--- src/rtl/shift_reg_pkg.sv ---
// Shared mode encoding for the universal shift register.
package shift_reg_pkg;

    typedef logic [2:0] mode_t;

    localparam mode_t MODE_HOLD = 3'b000;
    localparam mode_t MODE_LOAD = 3'b001;
    localparam mode_t MODE_SHL  = 3'b010;
    localparam mode_t MODE_SHR  = 3'b011;
    localparam mode_t MODE_ROTL = 3'b100;
    localparam mode_t MODE_ROTR = 3'b101;
    localparam mode_t MODE_RSV6 = 3'b110;
    localparam mode_t MODE_RSV7 = 3'b111;

endpackage

--- src/rtl/_dff_r_set_en.sv ---
// Single storage bit: synchronous reset beats synchronous set beats enable.
module _dff_r_set_en (
    input  logic clk,
    input  logic reset,
    input  logic set,
    input  logic en,
    input  logic d,
    output logic q
);

    // One flop; reset/set/enable all evaluated on the rising edge only.
    always_ff @(posedge clk) begin
        if (reset)
            q <= 1'b0;
        else if (set)
            q <= 1'b1;
        else if (en)
            q <= d;
    end

endmodule

--- src/rtl/_shift_reg_univ.sv ---
// Universal shift register: hold / load / shift left / shift right and,
// when SHIFT_ROTATE_EN is defined, rotate left / rotate right.
// Without SHIFT_ROTATE_EN the rotate codes act as hold and no rotate
// paths exist. shift_cnt counts shift/rotate cycles since the last
// load, set or reset and saturates at WIDTH.
module _shift_reg_univ
    import shift_reg_pkg::*;
#(
    parameter int WIDTH = 8
) (
    input  logic                       clk,
    input  logic                       reset,
    input  logic                       set,
    input  logic [2:0]                 mode,
    input  logic [WIDTH-1:0]           d,
    input  logic                       si_r,
    input  logic                       si_l,
    output logic [WIDTH-1:0]           q,
    output logic                       so_l,
    output logic                       so_r,
    output logic [$clog2(WIDTH+1)-1:0] shift_cnt,
    output logic                       drained
);

    localparam int CW = $clog2(WIDTH+1);
    localparam logic [CW-1:0] CNT_MAX = CW'(WIDTH);

    logic [WIDTH-1:0] nxt;
    logic             en;
    logic             is_shift;

    // Next-value mux; en gates the per-bit flops so hold costs nothing.
    always_comb begin
        nxt      = q;
        en       = 1'b0;
        is_shift = 1'b0;
        case (mode_t'(mode))
            MODE_LOAD: begin
                nxt = d;
                en  = 1'b1;
            end
            MODE_SHL: begin
                nxt      = {q[WIDTH-2:0], si_r};
                en       = 1'b1;
                is_shift = 1'b1;
            end
            MODE_SHR: begin
                nxt      = {si_l, q[WIDTH-1:1]};
                en       = 1'b1;
                is_shift = 1'b1;
            end
`ifdef SHIFT_ROTATE_EN
            MODE_ROTL: begin
                nxt      = {q[WIDTH-2:0], q[WIDTH-1]};
                en       = 1'b1;
                is_shift = 1'b1;
            end
            MODE_ROTR: begin
                nxt      = {q[0], q[WIDTH-1:1]};
                en       = 1'b1;
                is_shift = 1'b1;
            end
`endif
            default: begin
                nxt      = q;
                en       = 1'b0;
                is_shift = 1'b0;
            end
        endcase
    end

    // Per-bit storage array.
    for (genvar i = 0; i < WIDTH; i++) begin : g_bit
        _dff_r_set_en u_bit (
            .clk   (clk),
            .reset (reset),
            .set   (set),
            .en    (en),
            .d     (nxt[i]),
            .q     (q[i])
        );
    end

    // Shift counter: cleared by reset/set/load, saturates at WIDTH.
    always_ff @(posedge clk) begin
        if (reset || set)
            shift_cnt <= '0;
        else if (mode_t'(mode) == MODE_LOAD)
            shift_cnt <= '0;
        else if (is_shift && shift_cnt != CNT_MAX)
            shift_cnt <= shift_cnt + CW'(1);
    end

    assign so_l    = q[WIDTH-1];
    assign so_r    = q[0];
    assign drained = (shift_cnt == CNT_MAX);

endmodule

--- config.mk ---
export PLATFORM = sky130hd
export DESIGN_NAME = _shift_reg_univ
export DESIGN_NICKNAME = d
export VERILOG_FILES = /design/src/rtl/shift_reg_pkg.sv /design/src/rtl/_dff_r_set_en.sv /design/src/rtl/_shift_reg_univ.sv
export SDC_FILE = /design/constraint.sdc
export NUM_CORES = 1
export LEC_CHECK = 0
export BUFFER_PORTS_ARGS = -buffer_cell sky130_fd_sc_hd__buf_2
export CAP_MARGIN = 15
export CORE_UTILIZATION = 46
export DETAILED_ROUTE_END_ITERATION = 16
export PLACE_DENSITY = 0.76
export REMOVE_ABC_BUFFERS = 1
export SLEW_MARGIN = 20
export SYNTH_ARGS = -nofsm -noshare
export SYNTH_HDL_FRONTEND = slang
export SYNTH_SLANG_ARGS = --single-unit
--- constraint.sdc ---
create_clock -name clk -period 1.55 [get_ports clk]
set_input_delay 0.155 -clock clk [delete_from_list [all_inputs] [get_ports clk]]
set_output_delay 0.155 -clock clk [all_outputs]
set_load 0.005 [all_outputs]
### After elaboration in Yosys (flattened, before gate mapping)

Index checks and enable logic that the tools add are counted.
W data, S select, Z words.

| word-level totals | value |
|---|---|
| bits in registers | 12 |
| input port bits | 16 |
| output and inout bits | 15 |
| word-level logic and storage cells | 42 |

| cells by class | value |
|---|---|
| add/subtract/negate cells | 1 |
| equality and inequality tests | 5 |
| multiplexer cells | 19 |
| reduce and logical (&&, ||, !) cells | 8 |

Operator list:

| operator | number |
|---|---|
| $pmux W8 S3 | 1 |
| $mux W1 | 18 |
| $eq A3 B2 Y1 const B | 2 |
| $add A4 B1 Y4 const B | 1 |
| $eq A4 B4 Y1 const B | 1 |
| $ne A4 B4 Y1 const B | 1 |
| $reduce_bool A4 Y1 | 1 |
| $reduce_or A2 Y1 | 2 |
| $eq A3 B1 Y1 const B | 1 |
| $reduce_or A3 Y1 | 1 |
| $reduce_and A2 Y1 | 1 |
| $reduce_bool A2 Y1 | 1 |
| $logic_and A1 B1 Y1 | 1 |
| $logic_or A1 B1 Y1 | 1 |

### Depth between registers and ports, before layout

Gate-level depths: netlist of run 1.

| logic depth | value |
|---|---|
| depth after elaboration | 5 |
| gate-level depth with buffers | 6 |
| gate-level depth less buffers | 6 |

### Modules after synthesis

A second synthesis of run 1 with hierarchy kept.

| second synthesis, totals | value |
|---|---|
| cells, all modules | 111 |
| area total of the unflattened synthesis | 923.4 sq um |

By module, submodules not included:

| module | times used | cells each | area an instance (sq um) | seq. area each (sq um) |
|---|---|---|---|---|
| _shift_reg_univ | 1 | 79 | 613.1 | 80.1 |
| _dff_r_set_en | 8 | 4 | 38.8 | 20.0 |

### Worst setup path after synthesis of run 1

OpenSTA, ideal clock, no wires.

| timing path | value |
|---|---|
| kind | reg2reg |
| from | reg shift_cnt[0] |
| to | reg shift_cnt[2] |
| library setup time | 70 ps |
| arrival | 1367 ps |
| required time | 1480 ps |
| path slack | 113 ps |
| cell stages (with the launch flop) | 7 |
| path buffers | 0 |
| clock period less this slack | 1437 ps |
| path through | dfxtp_1 > inv_1 > ha_1 > nand3b_1 > inv_2 > or4_1 > a21oi_1 |

| between the ends | value |
|---|---|
| cells in the longest elaborated chain, start to end | 2 |
| elaborated cells between the ends (all ways) | 3 |
| those cells by class | add/sub: 1; eq/ne: 1; reduce/logical: 1 |

RTL lines:

| element | RTL line | source |
|---|---|---|
| start, declared | _shift_reg_univ.sv:21 | `output logic [$clog2(WIDTH+1)-1:0] shift_cnt,` |
| start signal, assigned | _shift_reg_univ.sv:91 | `shift_cnt <= shift_cnt + CW'(1);` |
| parallel branches: the longest is 2 deep, another holds $add A4 B1 Y4 | n/a |  |

Parallel ways; which one is timed is not known.
A chain may end at the register's enable or synchronous reset.

### Worst setup path after layout of run 1

Same ends and word-level chain as after synthesis.

==> impl_metrics.prom, run 1 <==
# TYPE chip_impl_metric gauge
chip_impl_metric{name="fin_tns_setup",unit="ps"} 0
chip_impl_metric{name="initial_antenna_violation_count",unit=""} 0
chip_impl_info{name="cts-root-buf",value="sky130_fd_sc_hd__clkbuf_4"} 1
chip_impl_metric{name="detailedRoute.firstIterationViolations",unit=""} 10
chip_impl_metric{name="start_util",unit="%"} 50.6
chip_impl_metric{name="met2RoutedLength",unit="microns"} 874
chip_impl_metric{name="yosys_warnings",unit=""} 0
chip_impl_metric{name="clock-sinks",unit=""} 12
chip_impl_metric{name="final.min_clock_period",unit="ps"} 1400
chip_impl_metric{name="fmax",unit="MHz"} 713
chip_impl_metric{name="p_leak",unit="nW"} 0.421
chip_impl_metric{name="multi_input_area",unit="sq um"} 425
chip_impl_metric{name="maxSlewViolCount",unit=""} 0
chip_impl_metric{name="m1WireLength",unit="microns"} 777
chip_impl_metric{name="clock-skew-final",unit="ps"} 1.19
chip_impl_metric{name="final_antenna_net_count",unit=""} 0
chip_impl_metric{name="critical_path_peak_fanout",unit=""} 4
chip_impl_metric{name="slew_headroom",unit="%"} 75.5
chip_impl_metric{name="power_per_cell_area",unit="nW/um^2"} 813
chip_impl_info{name="grt_setup_unrepaired",value="no"} 1
chip_impl_metric{name="worst_ep_arrival",unit="ps"} 1620
chip_impl_metric{name="post_synth_edffs",unit=""} 0
chip_impl_metric{name="globalRouteOverflowTotal",unit=""} 0
chip_impl_metric{name="hold_buf_count_cts",unit=""} 0
chip_impl_info{name="reg2reg_from",value="shift_cnt[0]"} 1
chip_impl_info{name="timing.hold.worst.start",value="d[7]"} 1
chip_impl_info{name="synthDominantAreaCellType",value="sky130_fd_sc_hd__dfxtp_1"} 1
chip_impl_metric{name="core_area",unit="sq um"} 1540
chip_impl_metric{name="synth_cells",unit=""} 87
chip_impl_metric{name="place_worst_setup_slack",unit="ps"} 117
chip_impl_metric{name="die_height",unit="microns"} 43.2
chip_impl_metric{name="insertedDiodeCount",unit=""} 0
chip_impl_metric{name="post_synth.cell_area_avg",unit="sq um"} 8.96
chip_impl_info{name="highest-signal-layer",value="met4"} 1
chip_impl_metric{name="worst_pin_slew",unit="ps"} 358
chip_impl_metric{name="cts_buffers",unit=""} 3
chip_impl_metric{name="setup_viol_count_final",unit=""} 0
chip_impl_metric{name="placement.io_buffers",unit=""} 30
chip_impl_metric{name="finalWorstSetupSlack",unit="ps"} 148
chip_impl_metric{name="die_area",unit="sq um"} 1860
chip_impl_info{name="path_cells",value="inv_1 -> ha_1 -> nand3b_1 -> inv_2 -> or4_1 -> a21oi_1"} 1
chip_impl_metric{name="post_synth_num_cell_types",unit=""} 28
chip_impl_metric{name="synthToLayoutAreaGrowth",unit="%"} 19.6
chip_impl_metric{name="max_cap_viol",unit=""} 0
chip_impl_metric{name="register_area",unit="sq um"} 240
chip_impl_metric{name="slowest_delay",unit="ps"} 460
chip_impl_metric{name="dpl.hpwl",unit="mm"} 1.29
chip_impl_metric{name="met3WireLength",unit="microns"} 102
chip_impl_metric{name="number_of_fillers_in_the_final_layout",unit=""} 141
chip_impl_metric{name="cts-root-to-sink-buffers",unit=""} 2
chip_impl_metric{name="finalWirelength",unit="mm"} 1.77
chip_impl_metric{name="final_hold_violating_endpoints",unit=""} 0
chip_impl_metric{name="clock_insertion_delay_worst_skew",unit="ps"} 280
chip_impl_metric{name="clk_transition_reported_paths",unit="ps"} 80
chip_impl_metric{name="ios",unit=""} 31
chip_impl_metric{name="place.gp.congestion",unit=""} 0.719
chip_impl_info{name="timing_worst_setup_path_type",value="reg2reg"} 1
chip_impl_metric{name="flops_latches_synth",unit=""} 12
chip_impl_metric{name="die_w",unit="microns"} 43.2
chip_impl_metric{name="post_drt_via_cell_ratio",unit=""} 5.56
chip_impl_metric{name="reg2reg_setup_slack",unit="ps"} 150
chip_impl_metric{name="worst_hold_path.num_cells",unit=""} 3
chip_impl_info{name="setup.worst_path.end_class",value="flip-flop"} 1
chip_impl_info{name="yosys_most_used_dff",value="sky130_fd_sc_hd__dfxtp_1"} 1
chip_impl_metric{name="ir_worst_vdd",unit="uV"} 758
chip_impl_info{name="status",value="completed"} 1
chip_impl_info{name="r2r_end",value="shift_cnt[2]"} 1
chip_impl_info{name="whs_endpoint",value="g_bit[7].u_bit.q"} 1
chip_impl_metric{name="yosys.area.top_type_share",unit="%"} 30.8
chip_impl_metric{name="drt-pass1-iter-count",unit=""} 4
chip_impl_metric{name="synth.yosys.seq_area_share",unit="%"} 30.8
chip_impl_metric{name="nNetsFinal",unit=""} 131
chip_impl_info{name="worst_setup_sp_type",value="flip-flop"} 1
chip_impl_info{name="slowest_stage",value="sky130_fd_sc_hd__or4_1"} 1
chip_impl_metric{name="groute.usage.overall",unit="%"} 20.5
chip_impl_metric{name="finalPower",unit="W"} 0.000758
chip_impl_metric{name="grt_start_max_net_pins",unit=""} 12
chip_impl_info{name="clock_tree_from_tritoncts",value="done"} 1
chip_impl_info{name="post_synth_main_area_contributors",value="sky130_fd_sc_hd__dfxtp_1, sky130_fd_sc_hd__o22ai_2, sky130_fd_sc_hd__mux2_2"} 1
chip_impl_metric{name="required",unit="ps"} 1770
chip_impl_metric{name="wire_length_of_the_first_global_routing_pass",unit="mm"} 2.79
chip_impl_metric{name="combined_area_of_all_synthesized_cells",unit="sq um"} 779
chip_impl_metric{name="fraction_of_layout_instances_using_a_drive_strength_above_1",unit="%"} 49.1
chip_impl_metric{name="post_drt_wl_per_cell",unit="microns"} 13.9
chip_impl_metric{name="final_min_period_over_clock_period",unit="%"} 90.5
chip_impl_metric{name="floorplan.rows",unit=""} 14
chip_impl_metric{name="h-tree-depth",unit=""} 1
chip_impl_metric{name="vias",unit=""} 712
chip_impl_metric{name="reg2reg_depth",unit=""} 6
chip_impl_metric{name="postSynth.asyncResetShare",unit="%"} 0
chip_impl_info{name="holdCritPathClass",value="in2reg"} 1
chip_impl_metric{name="first_global_vias",unit=""} 610
chip_impl_metric{name="post-route-drc-count",unit=""} 0
==> how the worst max path moves through the flow <==
stage	startpoint	to	slack, ps	cells past startpoint
after floorplan	shift_cnt[0]	shift_cnt[2]	110	6
after global placement	mode[2]	g_bit[6].u_bit.q	150	4
after detailed placement	mode[2]	g_bit[6].u_bit.q	120	4
after CTS	shift_cnt[0]	shift_cnt[2]	110	6
after global routing	shift_cnt[0]	shift_cnt[2]	30	6
final	shift_cnt[0]	shift_cnt[2]	150	6
==> where the power goes <==
part / internal, W / switching [W]
combinational: 0.0000806 / 0.0000719
clock: 0.000143 / 0.000115
sequential: 0.000328 / 0.0000192
==> cell type report <==
| type | count | share of cell area (%) |
|---|---|---|
| multi-input combinational | 55 | 45.6 |
| sequential | 12 | 25.8 |
| timing repair buffer | 35 | 20.1 |
| clock buffer | 4 | 3.89 |
| inverter | 6 | 2.42 |
| tap | 16 | 2.15 |
==> repair_timing <==
item                                    in CTS  in global routing
endpoints found under the setup margin       0                  1
setup buffers                                0                  1
resized for setup                            0                  0
==> layer usage <==
layer  vias to the layer above  track usage, %
met5                         -               0
met4                         0            7.27
met3                         2            6.38
met2                        19            31.0
met1                       331            27.1
li1                        360               -
==> sequential cells by signal, indices dropped and copies added, names as in the netlist <==
name,count
g_bit.u_bit.q,8
shift_cnt,4
==> Yosys cell counts, drive strengths merged, types with 2 or more instances <==
cell type,count
clkbuf,3
nor3,15
buf,11
o21ai,4
nand3,3
ha,2
a21oi,4
mux2,7
o22ai,7
dfxtp,12
inv,6
==> critical path: cells and delay by family (launching register included) <==
family | cells | cell delay (ps)
buffers and inverters | 2 | 120
adder cells (fa/ha/maj) | 1 | 180
AND/OR/NAND/NOR | 2 | 570
flip-flops | 1 | 330
AO/OA/AOI/OAI | 1 | 130
==> through the flow <==
step / hold WS [ps] / instances / instance area [sq um] / util, %
5_1_grt: 188 / 128 / 932 / 60.5
4_1_cts: 168 / 127 / 925 / 60.0
3_5_place_dp: 478 / 123 / 888 / 57.6
6_report: 177 / 128 / 932 / 60.5
3_3_place_gp: 466 / 123 / 888 / 57.6
2_1_floorplan: 228 / 73 / 688 / -
==> cell usage in the layout (no fill, tap or decap), types with 2 or more instances in the layout <==
cell type                  netlist  final
sky130_fd_sc_hd__mux2_2          7      7
sky130_fd_sc_hd__nor3_1         15     15
sky130_fd_sc_hd__buf_2           1     30
sky130_fd_sc_hd__a21oi_1         4      4
sky130_fd_sc_hd__clkbuf_4        0      3
sky130_fd_sc_hd__inv_1           5      5
sky130_fd_sc_hd__o21ai_0         4      4
sky130_fd_sc_hd__buf_4           8      5
sky130_fd_sc_hd__nand3_1         3      3
sky130_fd_sc_hd__o22ai_2         7      7
sky130_fd_sc_hd__ha_1            2      2
sky130_fd_sc_hd__dfxtp_1        12     12
==> kinds of logic (layout without fill, tap and decap cells) <==
| logic type | after synthesis | count (layout) | synth area share [%] |
|---|---|---|---|
| compound gates | 20 | 20 | 22.0 |
| fa+ha+maj | 2 | 2 | 3.21 |
| buf+inv | 20 | 45 | 14.6 |
| flops | 12 | 12 | 30.8 |
| mux | 7 | 7 | 10.1 |
| simple gates | 26 | 26 | 19.3 |
Note: power is estimated with default switching activity, not from simulation.
==> inputs of run 2 (changes only) <==
--- a/config.mk
+++ b/config.mk
@@ -7,9 +7,10 @@
 export LEC_CHECK = 0
 export BUFFER_PORTS_ARGS = -buffer_cell sky130_fd_sc_hd__buf_2
 export CAP_MARGIN = 15
-export CORE_UTILIZATION = 46
+export CORE_UTILIZATION = 49
+export CTS_BUF_LIST = sky130_fd_sc_hd__clkbuf_2 sky130_fd_sc_hd__clkbuf_4 sky130_fd_sc_hd__clkbuf_8
 export DETAILED_ROUTE_END_ITERATION = 16
-export PLACE_DENSITY = 0.76
+export PLACE_DENSITY = 0.81
 export REMOVE_ABC_BUFFERS = 1
 export SLEW_MARGIN = 20
 export SYNTH_ARGS = -nofsm -noshare
==> impl_metrics.prom, run 2 (synthesized netlist as in run 1, its figures left out) <==
# TYPE chip_impl_metric gauge
chip_impl_metric{name="die_w",unit="microns"} 41.9
chip_impl_metric{name="clk_transition_reported_paths",unit="ps"} 80
chip_impl_metric{name="ios",unit=""} 31
chip_impl_metric{name="final.min_clock_period",unit="ps"} 1460
chip_impl_metric{name="first_global_vias",unit=""} 689
chip_impl_metric{name="core_area",unit="sq um"} 1490
chip_impl_metric{name="slew_headroom",unit="%"} 70.7
chip_impl_metric{name="clock_insertion_delay_worst_skew",unit="ps"} 280
chip_impl_metric{name="setup_viol_count_final",unit=""} 0
chip_impl_metric{name="finalWirelength",unit="mm"} 1.71
chip_impl_metric{name="met2RoutedLength",unit="microns"} 878
chip_impl_info{name="setup.worst_path.end_class",value="flip-flop"} 1
chip_impl_metric{name="groute.usage.overall",unit="%"} 22.6
chip_impl_info{name="final_cell_mix",value="sky130_fd_sc_hd__buf_2, sky130_fd_sc_hd__nor3_1, sky130_fd_sc_hd__dfxtp_1"} 1
chip_impl_metric{name="p_leak",unit="nW"} 0.417
chip_impl_metric{name="final_min_period_over_clock_period",unit="%"} 94.0
chip_impl_metric{name="hold_buf_count_cts",unit=""} 0
chip_impl_metric{name="die_height",unit="microns"} 41.9
chip_impl_metric{name="start_util",unit="%"} 52.4
chip_impl_info{name="worst_setup_sp_type",value="flip-flop"} 1
chip_impl_info{name="highest-signal-layer",value="met4"} 1
chip_impl_metric{name="nNetsFinal",unit=""} 130
chip_impl_metric{name="worst_hold_margin",unit="ps"} 172
chip_impl_metric{name="grt_start_max_net_pins",unit=""} 12
chip_impl_metric{name="final_hold_violating_endpoints",unit=""} 0
chip_impl_metric{name="globalRouteOverflowTotal",unit=""} 0
chip_impl_metric{name="dpl.hpwl",unit="mm"} 1.27
chip_impl_metric{name="max_cap_viol",unit=""} 0
chip_impl_metric{name="cts_buffers",unit=""} 3
chip_impl_metric{name="fmax",unit="MHz"} 686
chip_impl_info{name="regs_by_ff_count",value="g_bit.u_bit.q x8, shift_cnt x4"} 1
chip_impl_metric{name="detailed_place.area",unit="sq um"} 888
chip_impl_metric{name="placement.io_buffers",unit=""} 30
chip_impl_metric{name="drt-pass1-iter-count",unit=""} 4
chip_impl_info{name="mostFrequentLayoutCell",value="sky130_fd_sc_hd__buf_2"} 1
chip_impl_metric{name="vias",unit=""} 730
chip_impl_metric{name="h-tree-depth",unit=""} 1
chip_impl_metric{name="worst_pin_slew",unit="ps"} 428
chip_impl_metric{name="cts-root-to-sink-buffers",unit=""} 2
chip_impl_metric{name="die_area",unit="sq um"} 1750
chip_impl_metric{name="synthToLayoutAreaGrowth",unit="%"} 19.3
chip_impl_metric{name="post_cts_buffers",unit=""} 0
chip_impl_metric{name="register_area",unit="sq um"} 241
chip_impl_metric{name="ir_worst_vdd",unit="uV"} 574
chip_impl_info{name="status",value="completed"} 1
chip_impl_metric{name="maxSlewViolCount",unit=""} 0
chip_impl_metric{name="final_antenna_net_count",unit=""} 0
chip_impl_metric{name="required",unit="ps"} 1770
chip_impl_info{name="holdCritPathClass",value="in2reg"} 1
chip_impl_metric{name="fraction_of_layout_instances_using_a_drive_strength_above_1",unit="%"} 50.5
chip_impl_metric{name="m1WireLength",unit="microns"} 709
chip_impl_metric{name="clock-sinks",unit=""} 12
chip_impl_metric{name="post_drt_via_cell_ratio",unit=""} 5.75
chip_impl_metric{name="multi_input_area",unit="sq um"} 429
chip_impl_metric{name="post-route-drc-count",unit=""} 0
chip_impl_info{name="clock_tree_from_tritoncts",value="done"} 1
chip_impl_metric{name="post_drt_wl_per_cell",unit="microns"} 13.5
chip_impl_metric{name="insertedDiodeCount",unit=""} 0
chip_impl_metric{name="final_design_area_no_fill",unit="sq um"} 930
chip_impl_metric{name="number_of_fillers_in_the_final_layout",unit=""} 128
chip_impl_metric{name="finalWorstSetupSlack",unit="ps"} 92.4
chip_impl_metric{name="wire_length_of_the_first_global_routing_pass",unit="mm"} 2.99
chip_impl_metric{name="initial_antenna_violation_count",unit=""} 0
chip_impl_metric{name="power_per_cell_area",unit="nW/um^2"} 808
chip_impl_metric{name="place_worst_setup_slack",unit="ps"} 120
chip_impl_metric{name="critical_path_peak_fanout",unit=""} 4
chip_impl_metric{name="worst_ep_arrival",unit="ps"} 1680
chip_impl_metric{name="place.gp.congestion",unit=""} 0.785
chip_impl_metric{name="met3WireLength",unit="microns"} 84
chip_impl_metric{name="clock-skew-final",unit="ps"} 3.76
chip_impl_metric{name="detailedRoute.firstIterationViolations",unit=""} 10
chip_impl_info{name="cts-root-buf",value="sky130_fd_sc_hd__clkbuf_4"} 1
chip_impl_info{name="timing_worst_setup_path_type",value="reg2reg"} 1
chip_impl_metric{name="largest_reg_flops",unit=""} 8
chip_impl_metric{name="floorplan.rows",unit=""} 14
chip_impl_info{name="max_flop_register",value="g_bit.u_bit.q"} 1
[run 2: cell count changes in the layout (fill, tap and decap cells not counted)]
| cell | previous run | this run |
|---|---|---|
| sky130_fd_sc_hd__a21oi_1 | 4 | 3 |
| sky130_fd_sc_hd__a21oi_2 | 0 | 1 |
| sky130_fd_sc_hd__buf_4 | 5 | 4 |
| sky130_fd_sc_hd__dfxtp_1 | 12 | 11 |
| sky130_fd_sc_hd__dfxtp_2 | 0 | 1 |
[run 2: area by class of cell]
cell class,count,area share [%]
inverters,6,2.42
flip-flops and latches,12,26.0
multi-input cells,55,46.2
repair buffers,34,19.4
clock buffers,4,3.90
well taps,16,2.15
[run 2: final timing paths]
check	startpoint	end	slack (ps)	depth (start not counted)
min reg2reg	shift_cnt[3]	shift_cnt[3]	520	2
max reg2reg	shift_cnt[0]	shift_cnt[2]	90	6
min	reset	g_bit[2].u_bit.q	170	2
max	shift_cnt[0]	shift_cnt[2]	90	6
[run 2: metal layers]
metal	global-route usage [%]	vias to the layer above
met5	0	-
met3	3.04	4
met4	14.8	0
met1	27.4	338
li1	-	359
met2	36.9	29
[run 2: stage by stage]
stage / utilization (%) / power (W) / std cells / setup TNS [ps]
after floorplan: - / 0.000429 / 73 / 0
after global placement: 59.7 / 0.000500 / 123 / 0
after detailed placement: 59.7 / 0.000504 / 123 / 0
after CTS: 62.1 / 0.000759 / 127 / 0
after global routing: 62.4 / 0.000784 / 127 / -14.5
final: 62.4 / 0.000751 / 127 / 0
[run 2: where the power goes]
group          internal [W]  switching [W]  total [W]
registers          0.000328      0.0000187   0.000347
logic             0.0000806      0.0000699   0.000150
clock network      0.000143       0.000111   0.000254
[run 2: critical path: stages (launching register included)]
cell,delay (ps)
sky130_fd_sc_hd__dfxtp_1,330
sky130_fd_sc_hd__inv_1,60
sky130_fd_sc_hd__ha_1,180
sky130_fd_sc_hd__nand3b_1,140
sky130_fd_sc_hd__inv_2,70
sky130_fd_sc_hd__or4_1,490
sky130_fd_sc_hd__a21oi_2,120
[run 2: what timing repair did]
action	in CTS	in global routing
setup endpoints to repair	0	1
gates resized for setup	0	2
endpoints found under the hold margin	0	0
==> inputs of run 3 (changes only) <==
--- a/config.mk
+++ b/config.mk
@@ -5,12 +5,14 @@
 export SDC_FILE = /design/constraint.sdc
 export NUM_CORES = 1
 export LEC_CHECK = 0
-export BUFFER_PORTS_ARGS = -buffer_cell sky130_fd_sc_hd__buf_2
 export CAP_MARGIN = 15
-export CORE_UTILIZATION = 49
+export CORE_AREA = 2 2 39 41
 export CTS_BUF_LIST = sky130_fd_sc_hd__clkbuf_2 sky130_fd_sc_hd__clkbuf_4 sky130_fd_sc_hd__clkbuf_8
+export CTS_CLUSTER_DIAMETER = 60
 export DETAILED_ROUTE_END_ITERATION = 16
-export PLACE_DENSITY = 0.81
+export DIE_AREA = 0 0 41 43
+export DONT_BUFFER_PORTS = 1
+export PLACE_DENSITY = 0.74
 export REMOVE_ABC_BUFFERS = 1
 export SLEW_MARGIN = 20
 export SYNTH_ARGS = -nofsm -noshare
==> impl_metrics.prom, run 3 (synthesized netlist as in run 1, its figures left out) <==
# TYPE chip_impl_metric gauge
chip_impl_metric{name="post-route-drc-count",unit=""} 0
chip_impl_metric{name="max_cap_viol",unit=""} 0
chip_impl_info{name="grt_setup_unrepaired",value="no"} 1
chip_impl_metric{name="fin_tns_setup",unit="ps"} 0
chip_impl_info{name="path_cells",value="inv_1 -> ha_1 -> nand3b_1 -> inv_2 -> or4_1 -> a21oi_1"} 1
chip_impl_metric{name="post_cts.resized_instances",unit=""} 0
chip_impl_metric{name="post_drt_wl_per_cell",unit="microns"} 15.9
chip_impl_metric{name="final_min_period_over_clock_period",unit="%"} 91.5
chip_impl_metric{name="post_drt_via_cell_ratio",unit=""} 6.13
chip_impl_metric{name="detailedRoute.firstIterationViolations",unit=""} 18
chip_impl_metric{name="ir_worst_vdd",unit="uV"} 575
chip_impl_info{name="mostFrequentLayoutCell",value="sky130_fd_sc_hd__nor3_1"} 1
chip_impl_metric{name="groute.usage.overall",unit="%"} 21.1
chip_impl_metric{name="maxSlewViolCount",unit=""} 0
chip_impl_metric{name="core_area",unit="sq um"} 1380
chip_impl_metric{name="h-tree-depth",unit=""} 1
chip_impl_info{name="timing_worst_setup_path_type",value="reg2reg"} 1
chip_impl_info{name="cts-root-buf",value="sky130_fd_sc_hd__clkbuf_4"} 1
chip_impl_metric{name="required",unit="ps"} 1760
chip_impl_metric{name="critical_path_peak_fanout",unit=""} 4
chip_impl_info{name="holdCritPathClass",value="in2reg"} 1
chip_impl_metric{name="clock-sinks",unit=""} 12
chip_impl_metric{name="slowest_delay",unit="ps"} 460
chip_impl_metric{name="finalPower",unit="W"} 0.000697
chip_impl_metric{name="synthToLayoutAreaGrowth",unit="%"} -1.28
chip_impl_metric{name="worst_ep_arrival",unit="ps"} 1630
chip_impl_metric{name="die_area",unit="sq um"} 1760
chip_impl_metric{name="nNetsFinal",unit=""} 99
chip_impl_info{name="final_cell_mix",value="sky130_fd_sc_hd__nor3_1, sky130_fd_sc_hd__dfxtp_1, sky130_fd_sc_hd__mux2_2, sky130_fd_sc_hd__o22ai_2, sky130_fd_sc_hd__inv_1"} 1
chip_impl_metric{name="dpl.hpwl",unit="mm"} 1.06
chip_impl_metric{name="fraction_of_layout_instances_using_a_drive_strength_above_1",unit="%"} 27.5
chip_impl_info{name="clock_tree_from_tritoncts",value="done"} 1
chip_impl_metric{name="floorplan.rows",unit=""} 14
chip_impl_metric{name="final_antenna_net_count",unit=""} 0
chip_impl_metric{name="cts-root-to-sink-buffers",unit=""} 2
chip_impl_metric{name="place.gp.congestion",unit=""} 0.708
chip_impl_metric{name="vias",unit=""} 588
chip_impl_metric{name="globalRouteOverflowTotal",unit=""} 0
chip_impl_metric{name="finalWirelength",unit="mm"} 1.53
chip_impl_metric{name="start_util",unit="%"} 56.3
chip_impl_metric{name="number_of_fillers_in_the_final_layout",unit=""} 126
chip_impl_metric{name="cts_buffers",unit=""} 3
chip_impl_metric{name="placement.io_buffers",unit=""} 0
chip_impl_metric{name="first_global_vias",unit=""} 566
chip_impl_metric{name="worst_pin_slew",unit="ps"} 377
chip_impl_metric{name="largest_reg_flops",unit=""} 8
chip_impl_metric{name="layout.core_utilization",unit="%"} 55.6
chip_impl_info{name="setup.worst_path.end_class",value="flip-flop"} 1
chip_impl_metric{name="ios",unit=""} 31
chip_impl_info{name="slowest_stage",value="sky130_fd_sc_hd__or4_1"} 1
chip_impl_metric{name="setup_viol_count_final",unit=""} 0
chip_impl_metric{name="clock_insertion_delay_worst_skew",unit="ps"} 280
chip_impl_info{name="max_flop_register",value="g_bit.u_bit.q"} 1
chip_impl_metric{name="final.min_clock_period",unit="ps"} 1420
chip_impl_metric{name="wire_length_of_the_first_global_routing_pass",unit="mm"} 2.50
chip_impl_metric{name="multi_input_area",unit="sq um"} 425
chip_impl_metric{name="drt-pass1-iter-count",unit=""} 4
chip_impl_metric{name="initial_antenna_violation_count",unit=""} 0
chip_impl_info{name="status",value="completed"} 1
chip_impl_metric{name="fmax",unit="MHz"} 705
chip_impl_metric{name="p_leak",unit="nW"} 0.280
chip_impl_metric{name="die_w",unit="microns"} 41
chip_impl_metric{name="slew_headroom",unit="%"} 74.2
chip_impl_metric{name="register_area",unit="sq um"} 240
chip_impl_info{name="regs_by_ff_count",value="g_bit.u_bit.q x8, shift_cnt x4"} 1
chip_impl_metric{name="clk_transition_reported_paths",unit="ps"} 80
chip_impl_metric{name="clock-skew-final",unit="ps"} 6.13
chip_impl_metric{name="insertedDiodeCount",unit=""} 0
chip_impl_info{name="worst_setup_sp_type",value="flip-flop"} 1
chip_impl_metric{name="grt_start_max_net_pins",unit=""} 13
chip_impl_metric{name="power_per_cell_area",unit="nW/um^2"} 905
chip_impl_metric{name="final_hold_violating_endpoints",unit=""} 0
chip_impl_metric{name="hold_buf_count_cts",unit=""} 1
chip_impl_metric{name="post_cts_buffers",unit=""} 0
chip_impl_metric{name="die_height",unit="microns"} 43
## run 3: cell count changes in the layout (fill, tap and decap cells not counted)
cell / previous run / this run
sky130_fd_sc_hd__dlygate4sd3_1: 0 / 1
sky130_fd_sc_hd__a21oi_1: 3 / 4
sky130_fd_sc_hd__buf_2: 30 / 0
sky130_fd_sc_hd__dfxtp_1: 11 / 12
sky130_fd_sc_hd__buf_4: 4 / 2
sky130_fd_sc_hd__a21oi_2: 1 / 0
sky130_fd_sc_hd__dfxtp_2: 1 / 0
## run 3: per-stage QoR
step	hold WS (ps)	setup slack, ps	instance area, sq um	cells
final	70.6	132	769	96
after global routing	103	16.8	769	96
after CTS	68.3	125	769	96
after detailed placement	237	146	723	91
after global placement	232	172	723	91
after floorplan	228	113	688	73
## run 3: worst paths after layout
check               startpoint                to  slack [ps]  cells after the start
hold reg to reg   shift_cnt[3]      shift_cnt[3]         520                      2
setup reg to reg  shift_cnt[0]      shift_cnt[2]         130                      6
hold / removal         mode[0]  g_bit[2].u_bit.q          70                      2
setup / recovery  shift_cnt[0]      shift_cnt[2]         130                      6
## run 3: worst max-delay path, delay by kind of cell, from the launching register on
family,cells,cell delay [ps]
flops,1,330
fa+ha+maj,1,190
buf+inv,2,130
compound gates,1,120
simple gates,2,590
## run 3: cell type report
cell class | count | share of cell area [%]
multi-input cells | 55 | 55.3
flip-flops and latches | 12 | 31.2
clock buffers | 4 | 4.72
repair buffers | 3 | 3.25
inverters | 6 | 2.93
well taps | 16 | 2.60
## run 3: report_power, final
part / internal, W / leakage (nW) / switching, W / total [W]
registers: 0.000328 / 0.0995 / 0.0000241 / 0.000352
clock network: 0.000143 / 0.0210 / 0.000111 / 0.000253
logic: 0.0000515 / 0.160 / 0.0000393 / 0.0000908
## run 3: routing by layer
metal	GRT usage [%]	wire length (microns)	share of wire (%)
met4	14.0	34	2.2
met2	27.2	656	43
met3	7.85	140	9.2
met5	0	0	0
met1	28.1	695	46
